[src/rtl/tile_out_logger_pkg.sv]
// Shared types for the tile output logger.
// Event entry layout and UART transmitter states.
package tile_out_logger_pkg;

  localparam int DATA_BITS = 8;
  localparam int TS_W      = 8;

  typedef enum logic [1:0] {
    IDLE,
    START,
    DATA,
    STOP
  } tx_state_t;

  typedef struct packed {
    logic [DATA_BITS-1:0] value;
    logic [TS_W-1:0]      ts;
  } entry_t;

endpackage

[src/rtl/log_fifo.sv]
// Small synchronous FIFO for logged events.
// A push into a full FIFO is accepted when a pop happens in the same cycle.
module log_fifo #(
  parameter int DEPTH = 4,
  parameter int WIDTH = 16
) (
  input  logic                     clk,
  input  logic                     rst_n,
  input  logic                     push,
  input  logic                     pop,
  input  logic [WIDTH-1:0]         wdata,
  output logic [WIDTH-1:0]         rdata,
  output logic                     full,
  output logic                     empty,
  output logic [$clog2(DEPTH):0]   count
);

  localparam int AW = $clog2(DEPTH);

  logic [WIDTH-1:0] mem [DEPTH];
  logic [AW-1:0]    wr_ptr;
  logic [AW-1:0]    rd_ptr;
  logic             do_push;
  logic             do_pop;

  assign empty   = (count == '0);
  assign full    = (count == (AW+1)'(DEPTH));
  assign do_pop  = pop && !empty;
  assign do_push = push && (!full || do_pop);
  assign rdata   = mem[rd_ptr];

  always_ff @(posedge clk or negedge rst_n) begin
    if (!rst_n) begin
      wr_ptr <= '0;
      rd_ptr <= '0;
      count  <= '0;
    end else begin
      if (do_push) wr_ptr <= wr_ptr + AW'(1);
      if (do_pop)  rd_ptr <= rd_ptr + AW'(1);
      case ({do_push, do_pop})
        2'b10:   count <= count + (AW+1)'(1);
        2'b01:   count <= count - (AW+1)'(1);
        default: count <= count;
      endcase
    end
  end

  always_ff @(posedge clk) begin
    if (do_push) mem[wr_ptr] <= wdata;
  end

endmodule

[src/rtl/tile_out_logger.sv]
// Timestamps every change of the microtile output bus and
// streams {value, ts} byte pairs out as 8N1 UART frames.
module tile_out_logger
  import tile_out_logger_pkg::*;
#(
  parameter int CLKS_PER_BIT = 16,
  parameter int FIFO_DEPTH   = 4
) (
  input  logic       clk,
  input  logic       rst_n,
  input  logic [7:0] tile_out,
  input  logic       enable,
  input  logic       clr_ovf,
  output logic       tx,
  output logic       busy,
  output logic       overflow
);

  localparam int CW = $clog2(CLKS_PER_BIT);
  localparam int BW = $clog2(DATA_BITS);

  logic [7:0]      sync1, sync2, last_logged;
  logic [TS_W-1:0] ts_cnt;
  logic            detect, pop, full, empty;
  entry_t          head, cur, cur_n;
  logic [$clog2(FIFO_DEPTH):0] count;

  tx_state_t       state, state_n;
  logic [CW-1:0]   clk_cnt, clk_cnt_n;
  logic [BW-1:0]   bit_cnt, bit_cnt_n;
  logic            byte_sel, byte_sel_n;
  logic            bit_done;

  assign detect = enable && (sync2 != last_logged);

  always_ff @(posedge clk or negedge rst_n) begin
    if (!rst_n) begin
      sync1       <= '0;
      sync2       <= '0;
      last_logged <= '0;
      ts_cnt      <= '0;
      overflow    <= 1'b0;
    end else begin
      sync1  <= tile_out;
      sync2  <= sync1;
      ts_cnt <= ts_cnt + TS_W'(1);
      if (detect) last_logged <= sync2;
      // a drop in the same cycle as a clear keeps the flag set
      if (detect && full && !pop) overflow <= 1'b1;
      else if (clr_ovf)           overflow <= 1'b0;
    end
  end

  log_fifo #(
    .DEPTH (FIFO_DEPTH),
    .WIDTH ($bits(entry_t))
  ) u_fifo (
    .clk   (clk),
    .rst_n (rst_n),
    .push  (detect),
    .pop   (pop),
    .wdata ({sync2, ts_cnt}),
    .rdata (head),
    .full  (full),
    .empty (empty),
    .count (count)
  );

  always_ff @(posedge clk or negedge rst_n) begin
    if (!rst_n) begin
      state    <= IDLE;
      clk_cnt  <= '0;
      bit_cnt  <= '0;
      byte_sel <= 1'b0;
      cur      <= '0;
    end else begin
      state    <= state_n;
      clk_cnt  <= clk_cnt_n;
      bit_cnt  <= bit_cnt_n;
      byte_sel <= byte_sel_n;
      cur      <= cur_n;
    end
  end

  assign bit_done = (clk_cnt == CW'(CLKS_PER_BIT - 1));

  always_comb begin
    state_n    = state;
    clk_cnt_n  = clk_cnt;
    bit_cnt_n  = bit_cnt;
    byte_sel_n = byte_sel;
    cur_n      = cur;
    pop        = 1'b0;
    if (state != IDLE)
      clk_cnt_n = bit_done ? '0 : clk_cnt + CW'(1);
    unique case (state)
      IDLE: begin
        // entry stays in the FIFO until both bytes are out
        if (!empty) begin
          cur_n      = head;
          byte_sel_n = 1'b0;
          clk_cnt_n  = '0;
          state_n    = START;
        end
      end
      START: begin
        if (bit_done) begin
          bit_cnt_n = '0;
          state_n   = DATA;
        end
      end
      DATA: begin
        if (bit_done) begin
          bit_cnt_n = bit_cnt + BW'(1);
          if (bit_cnt == BW'(DATA_BITS - 1))
            state_n = STOP;
        end
      end
      STOP: begin
        if (bit_done) begin
          if (!byte_sel) begin
            byte_sel_n = 1'b1;
            state_n    = START;
          end else begin
            pop     = 1'b1;
            state_n = IDLE;
          end
        end
      end
    endcase
  end

  always_comb begin
    tx = 1'b1;
    case (state)
      START:   tx = 1'b0;
      DATA:    tx = byte_sel ? cur.ts[bit_cnt]
                             : cur.value[bit_cnt];
      default: tx = 1'b1;
    endcase
  end

  assign busy = (state != IDLE) || (count != '0);

endmodule

[config.mk]
export PLATFORM = sky130hd
export DESIGN_NAME = tile_out_logger
export DESIGN_NICKNAME = d
export VERILOG_FILES = /design/src/rtl/tile_out_logger_pkg.sv /design/src/rtl/log_fifo.sv /design/src/rtl/tile_out_logger.sv
export SDC_FILE = /design/constraint.sdc
export NUM_CORES = 1
export LEC_CHECK = 0
export CAP_MARGIN = 10
export CELL_PAD_IN_SITES_DETAIL_PLACEMENT = 0
export CELL_PAD_IN_SITES_GLOBAL_PLACEMENT = 2
export CORE_UTILIZATION = 35
export DETAILED_ROUTE_END_ITERATION = 8
export GPL_TIMING_DRIVEN = 0
export PLACE_DENSITY_LB_ADDON = 0.1
export SYNTH_ARGS = -nofsm -noshare
export SYNTH_HDL_FRONTEND = slang
export SYNTH_SLANG_ARGS = --single-unit
[constraint.sdc]
create_clock -name clk -period 7.2 [get_ports clk]
set_input_delay 1.44 -clock clk [delete_from_list [all_inputs] [get_ports clk]]
set_output_delay 1.44 -clock clk [all_outputs]
set_load 0.01 [all_outputs]
==> impl_results.md <==
* Synth warnings at 0
* Maxcap violations at 0
* Cells resized by post-CTS repair at 0
* Pwr Total at about 1.9 mW
* EDFF count, synth at 64
* Net Sw Power at about 450 uW
* CTS root buffer: clkbuf_16
* Fin. Hold Viols at 0
* Detail Route Antenna Nets at 0
* Remaining global-route overflow at 0
* Top cells by count, synth: dfrtp_1 (66), edfxtp_1 (64), mux2_2 (26)
* Critical Path AT at ~2.4 ns
* Worst min path class: reg -> reg
* Core Box Area at between 10000 and 15000 um2
* Endpoints failing setup at 0
* Largest family of logic cells by synthesized area: multiplexers
* Io pins at 15
* Post-Syn Instances at 290
* Initial antenna violation count at 0
* Vias at between 2000 and 2500
* CTS Buf Count at 17
* Die area at about 15000 um2
* Final wirelength at around 8.6 mm
* Clock tree buffer depth at 2
* WL per Instance at about 16 um
* Total global-route track usage at a little over an eighth
* CTS tree: done
* Die width at ~120 um
* Post-synthesis simple-gate area fraction at 3.13%
* Clk Latency, worst-skew pair at ~0.4 ns
* First-pass GRT wire length at 14.2 mm
* Sw Share at 24.4%
* Synth Register Bits at 130
* Setup bufs post-CTS at 0
* Worst setup SP type: register
* Top-area cell type share of the netlist area at between 30% and 40%
* F_max at 261 MHz
* Avg Inst Size Synth at roughly 18 um2
* Final Util at a little over two fifths
* Area of the mapped netlist at ~5200 um2
* Syn nets at 316
* Mux cell area share after synthesis at approximately 16%
* Detail Placement HPWL at around 5.9 mm
* Least-Margin Pin Slew at ~0.63 ns
* Leakage at around 2.3 nW
* Sink Count at 130
* Vias in the first global route at ~2600
* Clock slew at reported path FFs at roughly 0.06 ns
* Worst Skew at between 0.007 and 0.008 ns
* Sequential power share at between 40% and 50%
* Fin Setup TNS at 0 ns
* Crit Path Category: reg -> out
* Worst Setup End Kind: output pin
* CP max FO at 6
* Share of cells above drive strength 1 at between 20% and 30%
* Clock Power Share at between 40% and 50%
* FP Rows at between 40 and 50
* Final estimated routing congestion in global placement at between 0.6 and 0.7
* Worst EP required at roughly 5.8 ns
* PwrDens at ~300 nW/um2
* Router iterations before antenna repair at 4
* Pin count of the biggest net entering global routing at between 40 and 50
* Ys flop type: dfrtp_1
* Status: finished, final reports clean
* ANT cells at 0
* H-tree depth at 4
* Post-layout net count at between 300 and 400
* Area grow syn2layout at 18.8%
* Largest area contributor in the netlist: edfxtp_1
* Top cells by area, synth: edfxtp_1 (37%), dfrtp_1 (32%), mux2_2 (5.6%)
* Tmin final at ~3.8 ns
* Async SR Flop Fraction at roughly 51%
* Internal power at 1.41 mW
* Sequential area share after synthesis at 68.8%
* Vias per cell at between 4 and 5
* Slew Viols, Final at 0
* Tcrit/Tclk final at 53.1%
* Peak VDD IR at around 0.17 mV
* Cts hold-fix bufs at 0
* Synth Area in Adders at under 10%
* 1st-iter DRT viols at between 90 and 100
* Initial Utilization at 35.8%
* Die H at between 100 and 150 um
* Max_slew headroom at around 58%
* RSZ-0062 raised after global routing: false
* Drt drc at 0
* Most numerous cell in the Yosys netlist: dfrtp_1
* Distinct cells, synth at 36
* XOR/XNOR Fraction of Synth Area at roughly 3.5%
* Post-synthesis compound-gate area fraction at roughly 2.8%
* Port Buffers at 14
* Part of the power in combinational logic at a little over a tenth
==> logic make-up after synthesis <==
group                      count (synthesis)
buffers and inverters                     23
AOI/OAI and AO/OA                         19
DFF                                      130
muxes                                     51
xor gates and xnor gates                  21
and+or+nand+nor                           32
adders and majority gates                 14
==> state kept, by name (all words and copies together) (netlist names) <==
signal / flops
overflow: 1
clk_cnt: 4
last_logged: 8
u_fifo.wr_ptr: 2
ts_cnt: 8
sync2: 8
u_fifo.count: 3
cur: 16
u_fifo.rd_ptr: 2
byte_sel: 1
u_fifo.mem: 64
bit_cnt: 3
state: 2
sync1: 8
==> power by group through the flow <==
stage          sequential [mW]  clock, mW  combinational (mW)
2_1_floorplan            0.924          0               0.119
3_3_place_gp             0.931          0               0.178
3_5_place_dp             0.931          0               0.204
4_1_cts                  0.918      0.772               0.206
5_1_grt                  0.925      0.806               0.222
6_report                 0.917      0.750               0.197
==> placed cells by master, fill, tap and decap left out, types with 8 or more instances in the layout <==
cell	synthesis	layout
dfrtp_1	66	66
edfxtp_1	64	64
mux2_2	26	26
clkbuf_16	0	17
inv_1	16	16
xnor2_1	15	15
ha_1	13	13
clkdlybuf4s50_1	0	13
mux4_2	10	10
mux4_1	10	10
o21ai_0	8	8
==> worst max-delay path, stage by stage, from the launching register on <==
cell and delay (ns):
dfrtp_1 0.49, mux4_1 0.59, mux2i_1 0.16, mux2_2 0.18
mux2i_1 0.06, clkdlybuf4s50_1 0.48
==> per-layer routing <==
metal | GRT usage (%) | wire length (um) | up-vias
met4 | 7.00 | 141 | 0
met3 | 4.40 | 250 | 12
met5 | 0 | 0 | -
li1 | - | - | 1170
met1 | 16.9 | 4170 | 1274
met2 | 19.9 | 4080 | 31
==> metrics by stage <==
stage / hold WS, ns / instance area [um2] / setup slack [ns] / std cells
4_1_cts: 0.348 / 6170 / 3.35 / 525
6_report: 0.346 / 6170 / 3.37 / 525
2_1_floorplan: 0.331 / 5200 / 4.41 / 290
3_3_place_gp: 0.331 / 5570 / 2.16 / 488
3_5_place_dp: 0.335 / 5650 / 3.82 / 493
5_1_grt: 0.356 / 6170 / 3.21 / 525
==> final cells by class <==
type	count	area (um2)
fill	1323	8360
sequential	130	3570
multi-input combinational	137	1520
clock buffer	19	433
tap	184	230
timing repair buffer	19	214
clock inverter	13	87.6
inverter	16	60.1
buffer	7	51.3
==> final timing paths <==
check	to	slack (ns)	from	depth (start not counted)
max in group asynchronous	ts_cnt[0]$_DFF_PN0_	5.70	rst_n	2
setup reg to reg	u_fifo.count[2]$_DFFE_PN0P_	4.62	sync2[6]$_DFF_PN0_	9
hold / removal	sync2[7]$_DFF_PN0_	0.35	sync1[7]$_DFF_PN0_	0
hold reg to reg	sync2[7]$_DFF_PN0_	0.35	sync1[7]$_DFF_PN0_	0
min in group asynchronous	clk_cnt[0]$_DFF_PN0_	0.95	rst_n	1
setup / recovery	tx	3.37	bit_cnt[0]$_DFFE_PN0P_	5
Note: power is estimated with default switching activity, not from simulation.
